### config.mk
export PLATFORM = sky130hd
export DESIGN_NAME = sram_fifo_ctrl
export DESIGN_NICKNAME = d
export VERILOG_FILES = /design/src/rtl/sram_fifo_pkg.sv /design/src/rtl/sram_fifo_obuf.sv /design/src/rtl/sram_fifo_ctrl.sv
export SDC_FILE = /design/constraint.sdc
export NUM_CORES = 1
export LEC_CHECK = 0
export CORE_ASPECT_RATIO = 0.75
export CORE_MARGIN = 8
export CORE_UTILIZATION = 41
export DETAILED_ROUTE_END_ITERATION = 6
export PLACE_DENSITY = 0.7
export SLEW_MARGIN = 20
export SYNTH_ARGS = -nofsm -noshare
export SYNTH_HDL_FRONTEND = slang
export SYNTH_HIERARCHICAL = 1
export SYNTH_SLANG_ARGS = --single-unit
### constraint.sdc
create_clock -name clock -period 3.35 [get_ports clock]
set_input_delay 0.335 -clock clock [delete_from_list [all_inputs] [get_ports clock]]
set_output_delay 0.335 -clock clock [all_outputs]
set_load 0.005 [all_outputs]
### src/rtl/sram_fifo_pkg.sv
// sram_fifo_pkg: shared widths, depths and the grant encoding of the SRAM-backed FIFO
package sram_fifo_pkg;
  localparam int DATA_W = 14;
  localparam int ADDR_W = 7;
  localparam int DEPTH = 2**ADDR_W;
  localparam int OBUF_DEPTH = 3;
  localparam int CNT_W = ADDR_W + 2;
  typedef enum logic [1:0] {G_IDLE, G_WR, G_RD} grant_e;
endpackage

### src/rtl/sram_fifo_obuf.sv
// sram_fifo_obuf: 3-entry prefetch queue (push/push_data in, out_valid/out_ready/out_data out, obuf_cnt occupancy)
module sram_fifo_obuf
  import sram_fifo_pkg::*;
(
  input  logic              clock,
  input  logic              reset_n,
  input  logic              push,
  input  logic [DATA_W-1:0] push_data,
  input  logic              out_ready,
  output logic              out_valid,
  output logic [DATA_W-1:0] out_data,
  output logic [1:0]        obuf_cnt
);
  logic [DATA_W-1:0] mem [OBUF_DEPTH];
  logic              pop;
  logic [1:0]        widx;
  assign out_valid = reset_n && obuf_cnt != 2'd0;
  assign pop = out_valid && out_ready;
  assign widx = obuf_cnt - 2'(pop);
  assign out_data = mem[0];
  always_ff @(posedge clock) begin
    if (!reset_n) begin
      obuf_cnt <= '0;
    end else begin
      obuf_cnt <= obuf_cnt + 2'(push) - 2'(pop);
      if (pop) begin
        mem[0] <= mem[1];
        mem[1] <= mem[2];
      end
      if (push) mem[widx] <= push_data;
    end
  end
endmodule

### src/rtl/sram_fifo_ctrl.sv
// sram_fifo_ctrl: ready/valid FIFO over a 128x14 single-port SRAM (in_*/out_* streams, sram_* macro pins, count occupancy)
module sram_fifo_ctrl
  import sram_fifo_pkg::*;
(
  input  logic              clock,
  input  logic              reset_n,
  input  logic              in_valid,
  output logic              in_ready,
  input  logic [DATA_W-1:0] in_data,
  output logic              out_valid,
  input  logic              out_ready,
  output logic [DATA_W-1:0] out_data,
  output logic [ADDR_W-1:0] sram_a,
  output logic              sram_csb,
  output logic              sram_web,
  output logic              sram_oeb,
  output logic [DATA_W-1:0] sram_i,
  input  logic [DATA_W-1:0] sram_o,
  output logic [CNT_W-1:0]  count
);
  logic [ADDR_W-1:0] wr_ptr, rd_ptr;
  logic [ADDR_W:0]   sram_cnt;
  logic [1:0]        obuf_cnt;
  logic              rd_pend, rr, want_wr, want_rd, gw, gr;
  grant_e            grant;
  assign want_wr = in_valid && sram_cnt < (ADDR_W+1)'(DEPTH);
  // Prefetch budget ignores a same-cycle pop so the obuf can never overflow.
  assign want_rd = sram_cnt != '0 && 3'(obuf_cnt) + 3'(rd_pend) < 3'(OBUF_DEPTH);
  // rr records the last conflict winner; the other side takes the next conflict.
  always_comb begin
    grant = !reset_n ? G_IDLE :
            (want_wr && want_rd) ? (rr ? G_RD : G_WR) :
            want_wr ? G_WR :
            want_rd ? G_RD : G_IDLE;
  end
  assign gw = grant == G_WR;
  assign gr = grant == G_RD;
  assign sram_csb = !(gw || gr);
  assign sram_web = !gw;
  assign sram_oeb = !gr;
  assign sram_a = gr ? rd_ptr : wr_ptr;
  assign sram_i = in_data;
  assign in_ready = gw;
  assign count = CNT_W'(sram_cnt) + CNT_W'(rd_pend) + CNT_W'(obuf_cnt);
  always_ff @(posedge clock) begin
    if (!reset_n) begin
      wr_ptr <= '0;
      rd_ptr <= '0;
      sram_cnt <= '0;
      rd_pend <= 1'b0;
      rr <= 1'b0;
    end else begin
      wr_ptr <= wr_ptr + ADDR_W'(gw);
      rd_ptr <= rd_ptr + ADDR_W'(gr);
      sram_cnt <= sram_cnt + (ADDR_W+1)'(gw) - (ADDR_W+1)'(gr);
      rd_pend <= gr;
      if (want_wr && want_rd) rr <= !rr;
    end
  end
  // The obuf reset also drops a read in flight, so its stale sram_o word is never captured.
  sram_fifo_obuf u_obuf (
    .clock     (clock),
    .reset_n   (reset_n),
    .push      (rd_pend),
    .push_data (sram_o),
    .out_ready (out_ready),
    .out_valid (out_valid),
    .out_data  (out_data),
    .obuf_cnt  (obuf_cnt)
  );
endmodule

==> results of run 1 <==
==> power by group through the flow <==
stage	logic, mW	registers, mW	clock network [mW]
6_report	1.39	1.11	0.858
5_1_grt	1.55	1.13	0.920
3_3_place_gp	1.28	1.12	0
4_1_cts	1.30	1.11	0.884
2_1_floorplan	0.831	1.13	0
3_5_place_dp	1.29	1.12	0
==> cell families (layout without fill, tap and decap cells) <==
group,count (synthesis),in the layout,synth area share (%)
compound gates,17,17,4.300
xor+xnor,21,21,5.263
fa+ha+maj,31,31,11.28
buf+inv,46,113,6.605
flops,68,68,48.99
mux,37,37,13.35
simple gates,70,70,10.22
==> what timing repair did <==
action,4_1_cts,5_1_grt
endpoints found under the setup margin,0,9
gates resized for setup,0,16
setup buffers,0,5
==> Yosys cell counts (3+ instances only) <==
cell type	instances
a21oi_1	3
and2_1	7
and3_1	4
buf_4	14
dfxtp_1	26
edfxtp_1	42
fa_1	3
ha_1	28
inv_1	25
mux2_2	16
mux2_4	19
nand2_1	10
nand3_1	12
nor2_1	19
nor2b_1	4
o21a_1	3
xnor2_1	11
xor2_1	9
==> critical path, delay by kind of cell (launching register included) <==
family | cells | cell delay [ns]
adder cells (fa/ha/maj) | 5 | 1.13
flip-flops | 1 | 0.36
buffers and inverters | 4 | 0.28
AO/OA/AOI/OAI | 4 | 0.91
AND/OR/NAND/NOR | 3 | 0.41
==> metrics by stage <==
step	utilization [%]	setup slack [ns]	setup TNS, ns	hold WS (ns)
5_1_grt	54.20	-0.05016	-0.05016	0.5466
4_1_cts	53.10	0.02864	0	0.5264
3_3_place_gp	49.86	0.1606	0	0.5040
2_1_floorplan	-	0.2323	0	0.4339
6_report	54.20	0.1284	0	0.5192
3_5_place_dp	49.86	0.04558	0	0.5113
==> per-layer routing <==
layer	up-vias	GRT usage [%]	wire [microns]
met1	1045	13.81	3204
met2	58	17.98	3090
met4	0	5.910	138
met3	14	5.234	488
li1	1119	-	-
met5	-	0	0
==> sequential cells by signal, summed over array words and instances, names as in the netlist <==
| name | count |
|---|---|
| sram_cnt | 8 |
| rd_pend | 1 |
| wr_ptr | 7 |
| u_obuf/mem | 42 |
| u_obuf/obuf_cnt | 2 |
| rd_ptr | 7 |
| rr | 1 |
==> final timing paths <==
path	to	slack, ns	cells past startpoint
worst max-delay path	sram_cnt[6]$_SDFF_PN0_	0.13	16
worst min-delay path	wr_ptr[6]$_SDFF_PN0_	0.52	2
worst max register to register	sram_cnt[6]$_SDFF_PN0_	0.13	16
worst min register to register	wr_ptr[6]$_SDFF_PN0_	0.52	2
==> layout make-up <==
cell class	count	area (sq um)	share of cell area [%]
Tap cell	108	135.1	2.924
Clock buffer	9	225.2	4.873
Clock inverter	7	51.30	1.110
Sequential cell	68	1798	38.90
Timing Repair Buffer	70	659.4	14.27
Multi-Input combinational cell	176	1652	35.73
Inverter	27	101.3	2.193
==> key figures, run 1 <==
Routing
  • Pre-Repair DR Iteration Count: 4
  • WL/cell: 14.88 microns
  • Via count: approximately 2,200
  • DRT iter0 DRCs: 81
  • DRC errors left: 0
  • Routed Antenna Nets: 0
  • Drt via density: roughly 4.8
  • Total wire length: ~7000 microns

CTS
  • CTS buffer count: 9
  • Clock Sinks: 68
  • CTS Hold Bufs: 0
  • Worst-path clk slew: about 0.060 ns
  • Worst-Skew Late Latency: 0.33 ns
  • TritonCTS clock tree: yes
  • Max clock buf depth: 2
  • CTS H-tree depth: 3
  • Clock Tree Root: clkbuf_16

Power
  • Pwr dens: ~730 mW/mm^2
  • Sw Share: about 32%
  • Max IR drop VDD: around 0.00047 V
  • Internal: roughly 2.3 mW
  • Logic pwr share: about 41%
  • Switching power: 1.091 mW
  • LEAKAGE: 1.842 nW
  • Reg power frac: between 30% and 40%
  • Clk pwr share: between 20% and 30%
  • Total Power: about 3.4 mW

Worst setup path
  • WP data arrival: 3.43 ns
  • Worst Setup End Kind: flip-flop
  • CP max stage delay: approximately 0.4 ns
  • Slowest-stage cell, CP: fa_2
  • Worst setup path start: sram_cnt[7]$_SDFF_PN0_
  • Setup Crit Path Kind: flip-flop to flip-flop
  • Setup crit start kind: flip-flop
  • Biggest fanout along the worst timing path: 4
  • Reg-to-reg startpoint: sram_cnt[7]$_SDFF_PN0_
  • Critical Path, Cell by Cell: inv_1 > ha_1 > and4b_4 > a221oi_4 > o211ai_1 > inv_2 > ha_2 > ha_1 > inv_1 > ha_1 > inv_1 > fa_2 > nand2b_4 > a221oi_4 > o31a_1 > nor3_2
  • Worst EP required: around 3.6 ns

Floorplan
  • Core Area: around 0.0085 sq mm
  • Chip Width: 124.8 microns
  • Initial Utilization: between 40% and 50%
  • Die ar.: 0.01217 sq mm
  • Die H: approximately 100 microns
  • IO Count: 81
  • Row count: 29

Run
  • Max-cap violations: 0

Final layout
  • N_diodes: 0
  • Ratio of cells with drive above 1 in the final layout: 25.77%
  • Final non-filler cell total: between 400 and 500
  • Layout fillers: ~740
  • Area growth, synth to finish: 27.07%
  • Fin area: 0.004622 sq mm
  • Nets@finish: around 420
  • Commonest cells after routing, fill and taps aside: 52 x clkdlybuf4s50_1, 42 x edfxtp_1, 26 x ha_1, 25 x inv_1
  • Commonest non-fill, non-tap cell in the layout: clkdlybuf4s50_1

Logic synthesis
  • Yosys cell types: 43
  • Top-area cell type share of the netlist area: 34.67%
  • Syn Nets: ~350
  • Main flop type after synthesis: edfxtp_1
  • Mapped Avg Cell Area: ~13 sq um
  • Synth area leaders: edfxtp_1 35%, dfxtp_1 14%, ha_1 9.6%, mux2_4 7.8%, mux2_2 5.0%
  • Synthesized area: approximately 0.0036 sq mm
  • Number of synthesized flops with an enable pin: 42
  • Seq/Total Area, Yosys: roughly half
  • Cell taking the most area after synthesis: edfxtp_1
  • Syn Inst Count: 290
  • Asr flop ratio synth: 0%
  • Synth warnings: 6
  • #FFs+latches synth: 68

Place
  • Final RePlAce weighted congestion: around 0.82
  • Post-detailed-placement cell area: 0.004252 sq mm
  • Port Buffers: 52
  • Inst Count DP: between 400 and 500
  • Detailed placer's ending HPWL: ~5000 microns

STA
  • Max Clock Skew: roughly 0.0070 ns
  • Crit share post-route: a little under 100%
  • Setup violations, final: 0
  • Slew HR: between 70% and 80%
  • Final Hold Vio Count: 0
  • Slew @ Worst Pin: 0.3450 ns
  • Final Max Tran Viols: 0
  • Final min period: 3.222 ns
  • Fmax: 310.4 MHz

Global routing
  • Largest net degree at the start of global routing: 20
  • Total track usage: 11.80%
  • Vias in the first global route: between 2,000 and 2,500
  • First-pass GRT wire length: roughly 12,000 microns
  • Total gr overflow: 0
  • Initial antenna violation count: 0

Run status
  • Status: finished clean

Min path
  • Worst min path class: flip-flop to flip-flop
  • Worst min-delay path startpoint: wr_ptr[6]$_SDFF_PN0_
No activity file was read; power rests on OpenSTA's default activity.
==> inputs of run 2 (changes only) <==
Settings changed: GPL_TIMING_DRIVEN set to 0.
==> key figures, run 2 (synthesis gave the netlist of run 1 again) <==
Place
  • Port Buffers: 66 (+27%)
  • Final RePlAce weighted congestion: 0.8481 (+3.6%)
  • Pre-CTS WS: -0.2754 ns (-0.3210 ns)
  • Detailed placer's ending HPWL: 5550 microns (+8.1%)

CTS
  • TritonCTS clock tree: yes
  • Clock Tree Root: clkbuf_16
  • Clock Sinks: 68 (unchanged)
  • CTS H-tree depth: 3 (unchanged)
  • Worst-path clk slew: 0.05 ns (about the same)
  • CTS buffer count: 9 (unchanged)
  • Max clock buf depth: 2 (unchanged)
  • CTS Hold Bufs: 0 (unchanged)
  • Worst-Skew Late Latency: 0.33 ns (about the same)

STA
  • Slew @ Worst Pin: 0.7801 ns (+0.4351 ns)
  • Final WS setup: 0.1394 ns (+0.01101 ns)
  • Setup violations, final: 0 (unchanged)
  • Final Max Tran Viols: 0 (unchanged)
  • Slew HR: 47.99% (-29 points)
  • Fmax: 311.5 MHz (+0.34%)
  • Crit share post-route: 95.84% (-0.33 points)
  • Final Hold Vio Count: 0 (unchanged)
  • Final min period: 3.211 ns (-0.01101 ns)
  • Max Clock Skew: 0.006732 ns (-0.0002855 ns)

Power
  • Pwr dens: 723.5 mW/mm^2 (-0.60%)
  • Max IR drop VDD: 0.0003736 V (-20%)
  • LEAKAGE: 1.970 nW (+7.0%)

Final layout
  • Biggest registers after layout: u_obuf/mem (42), sram_cnt (8)
  • Largest register FFs: 42 (unchanged)
  • Commonest non-fill, non-tap cell in the layout: clkdlybuf4s50_1
  • N_diodes: 0 (unchanged)
  • Commonest cells after routing, fill and taps aside: 64 x clkdlybuf4s50_1, 42 x edfxtp_1, 24 x buf_4, 23 x inv_1, 23 x ha_1
  • Most flops, register: u_obuf/mem
  • Ratio of cells with drive above 1 in the final layout: 29.06% (+3.3 points)
  • Area growth, synth to finish: 35.67%
  • Finished Core Util: 57.87% (+3.7 points)
  • Layout fillers: 690 (-6.5%)
  • Nets@finish: 440 (+6.0%)

Floorplan
  • IO Count: 81 (unchanged)
  • Die ar.: 0.01217 sq mm (unchanged)
  • Die H: 97.57 microns (unchanged)
  • Core Area: 0.008527 sq mm (unchanged)
  • Chip Width: 124.8 microns (unchanged)
  • Initial Utilization: 42.66% (unchanged)
  • Row count: 29 (unchanged)

Worst setup path
  • Slowest-stage cell, CP: fa_2
  • CP max stage delay: 0.37 ns (-0.02 ns)
  • Worst EP required: 3.56 ns (about the same)
  • Biggest fanout along the worst timing path: 3 (-1)
  • WP data arrival: 3.42 ns (about the same)
  • Setup crit start kind: flip-flop
  • Worst R2R Path Depth: 16 (unchanged)
  • Reg-to-reg startpoint: sram_cnt[7]$_SDFF_PN0_
  • Largest delay contributor family on the critical path: adder cells
  • Worst R2R Setup Slack: 0.14 ns (about the same)
  • CP Buf/Inv Count: 4 (unchanged)
  • R2R Path End: sram_cnt[6]$_SDFF_PN0_
  • Setup Crit Path Kind: flip-flop to flip-flop
  • Worst Setup End Kind: flip-flop
  • Critical Path, Cell by Cell: inv_1 > ha_2 > and4b_4 > a221oi_4 > o211ai_1 > inv_2 > ha_4 > ha_1 > inv_2 > ha_2 > inv_1 > fa_2 > nand2b_4 > a221oi_4 > o31a_1 > nor3_2

Global routing
  • Total track usage: 12.21% (+0.41 points)
  • Vias in the first global route: 2,466 (+4.8%)
  • First-pass GRT wire length: 12,010 microns (+4.3%)
  • Total gr overflow: 0 (unchanged)
  • Initial antenna violation count: 0 (unchanged)
  • Largest net degree at the start of global routing: 15 (-25%)

Min path
  • Worst min-delay path startpoint: wr_ptr[6]$_SDFF_PN0_
  • Hold EP: wr_ptr[6]$_SDFF_PN0_
  • Worst min path class: flip-flop to flip-flop
  • Hold Crit Depth: 2 (unchanged)

Run status
  • Status: finished clean

Routing
  • Routed Antenna Nets: 0 (unchanged)
  • Pre-Repair DR Iteration Count: 5 (+1)
  • WL/cell: 15.20 microns (+2.1%)
  • DRT iter0 DRCs: 85 (+4.9%)
  • DRC errors left: 0 (unchanged)
  • Total wire length: 7448 microns (+7.6%)
  • Via count: 2,336 (+4.5%)
  • Drt via density: 4.767 (-0.86%)

Run
  • Max-cap violations: 0 (unchanged)
## run 2: changes by cell type in the layout (fill, tap and decap cells not counted), sizes merged, moves of 2 or more
cell           before  now
clkdlybuf4s50      52   64
buf                18   27
clkbuf              9   12
bufinv              0    2
dlygate4sd2         0    2
inv                29   27
## run 2: stage by stage
stage	instances	power, mW	setup TNS, ns	hold WS (ns)	cell area (sq um)
floorplan	290	1.958	0	0.4339	3637
global placement	464	2.366	-7.377	0.4909	4433
detailed placement	464	2.403	-1.327	0.5077	4439
CTS	482	3.490	0	0.5220	4810
global route	490	3.788	-0.001313	0.5522	4935
finish	490	3.570	0	0.5186	4935
## run 2: layout make-up
| type | instances | area [sq um] | share of cell area (%) |
|---|---|---|---|
| Clock buffer | 10 | 229.0 | 4.640 |
| Sequential cell | 68 | 1810 | 36.69 |
| Buffer | 19 | 150.1 | 3.043 |
| Inverter | 27 | 101.3 | 2.054 |
| Tap cell | 108 | 135.1 | 2.738 |
| Clock inverter | 6 | 88.84 | 1.800 |
| Multi-Input combinational cell | 176 | 1687 | 34.18 |
| Timing Repair Buffer | 76 | 733.2 | 14.86 |
## run 2: metal layers
metal / vias to the layer above / GRT usage [%] / part of all wire (%)
met5: - / 0 / 0
met4: 0 / 3.416 / 0.91
met3: 8 / 5.834 / 5.8
met2: 64 / 19.33 / 46
met1: 1094 / 14.43 / 47
li1: 1170 / - / -
## run 2: worst max-delay path by stage
stage                                  startpoint                          to  depth (start not counted)
floorplan           u_obuf/obuf_cnt[0]$_SDFF_PN0_      sram_cnt[6]$_SDFF_PN0_                         15
global placement                          reset_n  u_obuf/mem[0][9]$_DFFE_PP_                          7
detailed placement                        reset_n      sram_cnt[6]$_SDFF_PN0_                         14
CTS                            rd_pend$_SDFF_PN0_                   sram_a[4]                          9
global route               sram_cnt[6]$_SDFF_PN0_      sram_cnt[6]$_SDFF_PN0_                         16
finish                     sram_cnt[7]$_SDFF_PN0_      sram_cnt[6]$_SDFF_PN0_                         16
## run 2: worst reg2reg max path: stages, from the launching register on
cell      delay (ns)
dfxtp_4         0.35
inv_1           0.05
ha_2            0.17
and4b_4         0.21
a221oi_4        0.34
o211ai_1        0.19
inv_2           0.11
ha_4            0.15
ha_1            0.23
inv_2           0.05
ha_2            0.16
inv_1           0.06
fa_2            0.37
nand2b_4        0.17
a221oi_4        0.25
o31a_1          0.19
nor3_2          0.04
## run 2: timing repair
item | in CTS | in global routing
endpoints found under the setup margin | 9 | 7
resized for setup | 14 | 22
gates cloned | 0 | 0
endpoints found under the hold margin | 0 | 0
buffers inserted | 2 | 8
pin swaps | 3 | 8
## run 2: report_power, final
group	switching, mW	internal (mW)
Clock	0.346	0.651
Combinational	0.675	0.765
Sequential	0.0804	1.05
==> patch (flow settings as in run 1) <==
Register the output `count`, cleared by the reset; this adds one clock of latency there. The other outputs are not delayed to match.
--- a/src/rtl/sram_fifo_ctrl.sv
+++ b/src/rtl/sram_fifo_ctrl.sv
@@ -42,5 +42,11 @@
   assign sram_i = in_data;
   assign in_ready = gw;
-  assign count = CNT_W'(sram_cnt) + CNT_W'(rd_pend) + CNT_W'(obuf_cnt);
+  always_ff @(posedge clock) begin
+    if (!reset_n) begin
+      count <= '0;
+    end else begin
+      count <= CNT_W'(sram_cnt) + CNT_W'(rd_pend) + CNT_W'(obuf_cnt);
+    end
+  end
   always_ff @(posedge clock) begin
     if (!reset_n) begin
Function: changed (a bounded check fails within 4 cycles, from zero or initial values and one cycle with reset_n low).
==> patch against run 1 <==
Worst setup slack better by 32 ps; design area is 5.0% higher; critical path depth stayed put; routed wire length is 6.6% higher; first-iteration DRC count is 49% higher; clock skew is 1.1 ps higher; final cell count is 8.2% higher; area after synthesis is 5.5% higher; die area is 4.7% higher; sequential power is 11% higher; power is 4.6% higher; sequential cell count is 9 higher.
==> patch: results (changes against run 1) <==
status finished, final reports clean (unchanged); post-cts sizing count 2 (was 0); final instance area 4850 sq um (was 4620 sq um); DR iter-0 viols 121 (was 81); inverter count 25 (was 27); met1 GRT Util 14.7% (was 13.8%); Sw Pwr 0.00110 W (was 0.00109 W); Syn Area/Cell 12.5 sq um (about the same); final net count 433 (was 415); complex-gate fraction of the synthesized area 4.08% (was 4.30%); Met1 Wirelength 3240 microns (was 3200 microns); number of global-route vias before repair 2479 (was 2352); leakage power 1.92 nW (was 1.84 nW); Worst Tran Pin Value 481 ps (was 345 ps); power share of the combinational group 38.2% (was 41.4%); Layout Cells excl Fill 503 (was 465); post-synthesis mux area share 12.7% (was 13.3%); met3 WL post-DR 411 microns (was 488 microns); largest registers u_obuf/mem: 42 flops, count: 9 flops, sram_cnt: 8 flops (was u_obuf/mem: 42 flops, sram_cnt: 8 flops); fraction of area in registers 40.5% (was 38.9%); met3 Use GR 4.50% (was 5.23%); global-route wire length before repair 12300 microns (was 11500 microns); CP peak stage delay 350 ps (was 390 ps); adder-cell share of the synthesized area 10.7% (was 11.3%); maximum vdd ir drop 0.000451 V (was 0.000467 V); Setup Fix Bufs, Post-CTS 1 (was 0); Worst path slowest cell dfxtp_2 (was fa_2); Commonest cells post-synth 42 x edfxtp_1, 35 x dfxtp_1, 28 x ha_1, 28 x nor2_1, 24 x inv_1 (was 42 x edfxtp_1, 28 x ha_1, 26 x dfxtp_1); count of plain and timing-repair buffers 71 (was 70); area post-placement 4490 sq um (was 4250 sq um); Clock-cell share 6.03% (was 5.98%); Syn Nets 371 (was 353); Setup Skew 8.17 ps (was 7.02 ps); layout cells sized above 1 22.7% (was 25.8%); Row Count 30 (was 29); total track usage 12.3% (was 11.8%); Signal buf overhead 13.7% (was 14.3%); fillers 813 (was 738); met2 wire length 3640 microns (was 3090 microns); hpwl dp 5440 microns (was 5130 microns); layout clock buffer count 10 (was 9); RD Place Congestion 0.842 (was 0.819); flip-flop and latch count after synthesis 77 (was 68); fraction of area in multi-input gates 34.5% (was 35.7%); pin count of the biggest net entering global routing 27 (was 20); internal power 0.00242 W (was 0.00227 W); sequential area share after synthesis 51.1% (was 49.0%); Post-Synth XOR/XNOR Area 4.99% (was 5.26%); Global Route met2 Usage 19.9% (was 18.0%)
## patch: changes by cell type in the layout (fill, tap and decap cells not counted), moves of 2 or more
| cell | change |
|---|---|
| nand2_1 | +2 |
| xnor2_1 | +3 |
| dfxtp_4 | -3 |
| inv_6 | -2 |
| xor2_1 | -3 |
| dfxtp_1 | +12 |
| nand3_1 | -3 |
| nor2_1 | +9 |
## patch: worst paths after layout
| check | cells past startpoint | end | start | slack [ps] |
|---|---|---|---|---|
| max | 16 | sram_cnt[6] | sram_cnt[4] | 160 |
| min | 2 | wr_ptr[6] | wr_ptr[6] | 520 |
| max reg2reg | 16 | sram_cnt[6] | sram_cnt[4] | 160 |
| min reg2reg | 2 | wr_ptr[6] | wr_ptr[6] | 520 |
## patch: cells by family (layout without fill, tap and decap cells)
logic type | Yosys count | in the layout
compound gates | 19 | 19
xor+xnor | 21 | 21
flops | 77 | 77
simple gates | 78 | 78
fa+ha+maj | 31 | 31
buf+inv | 45 | 112
mux | 37 | 37
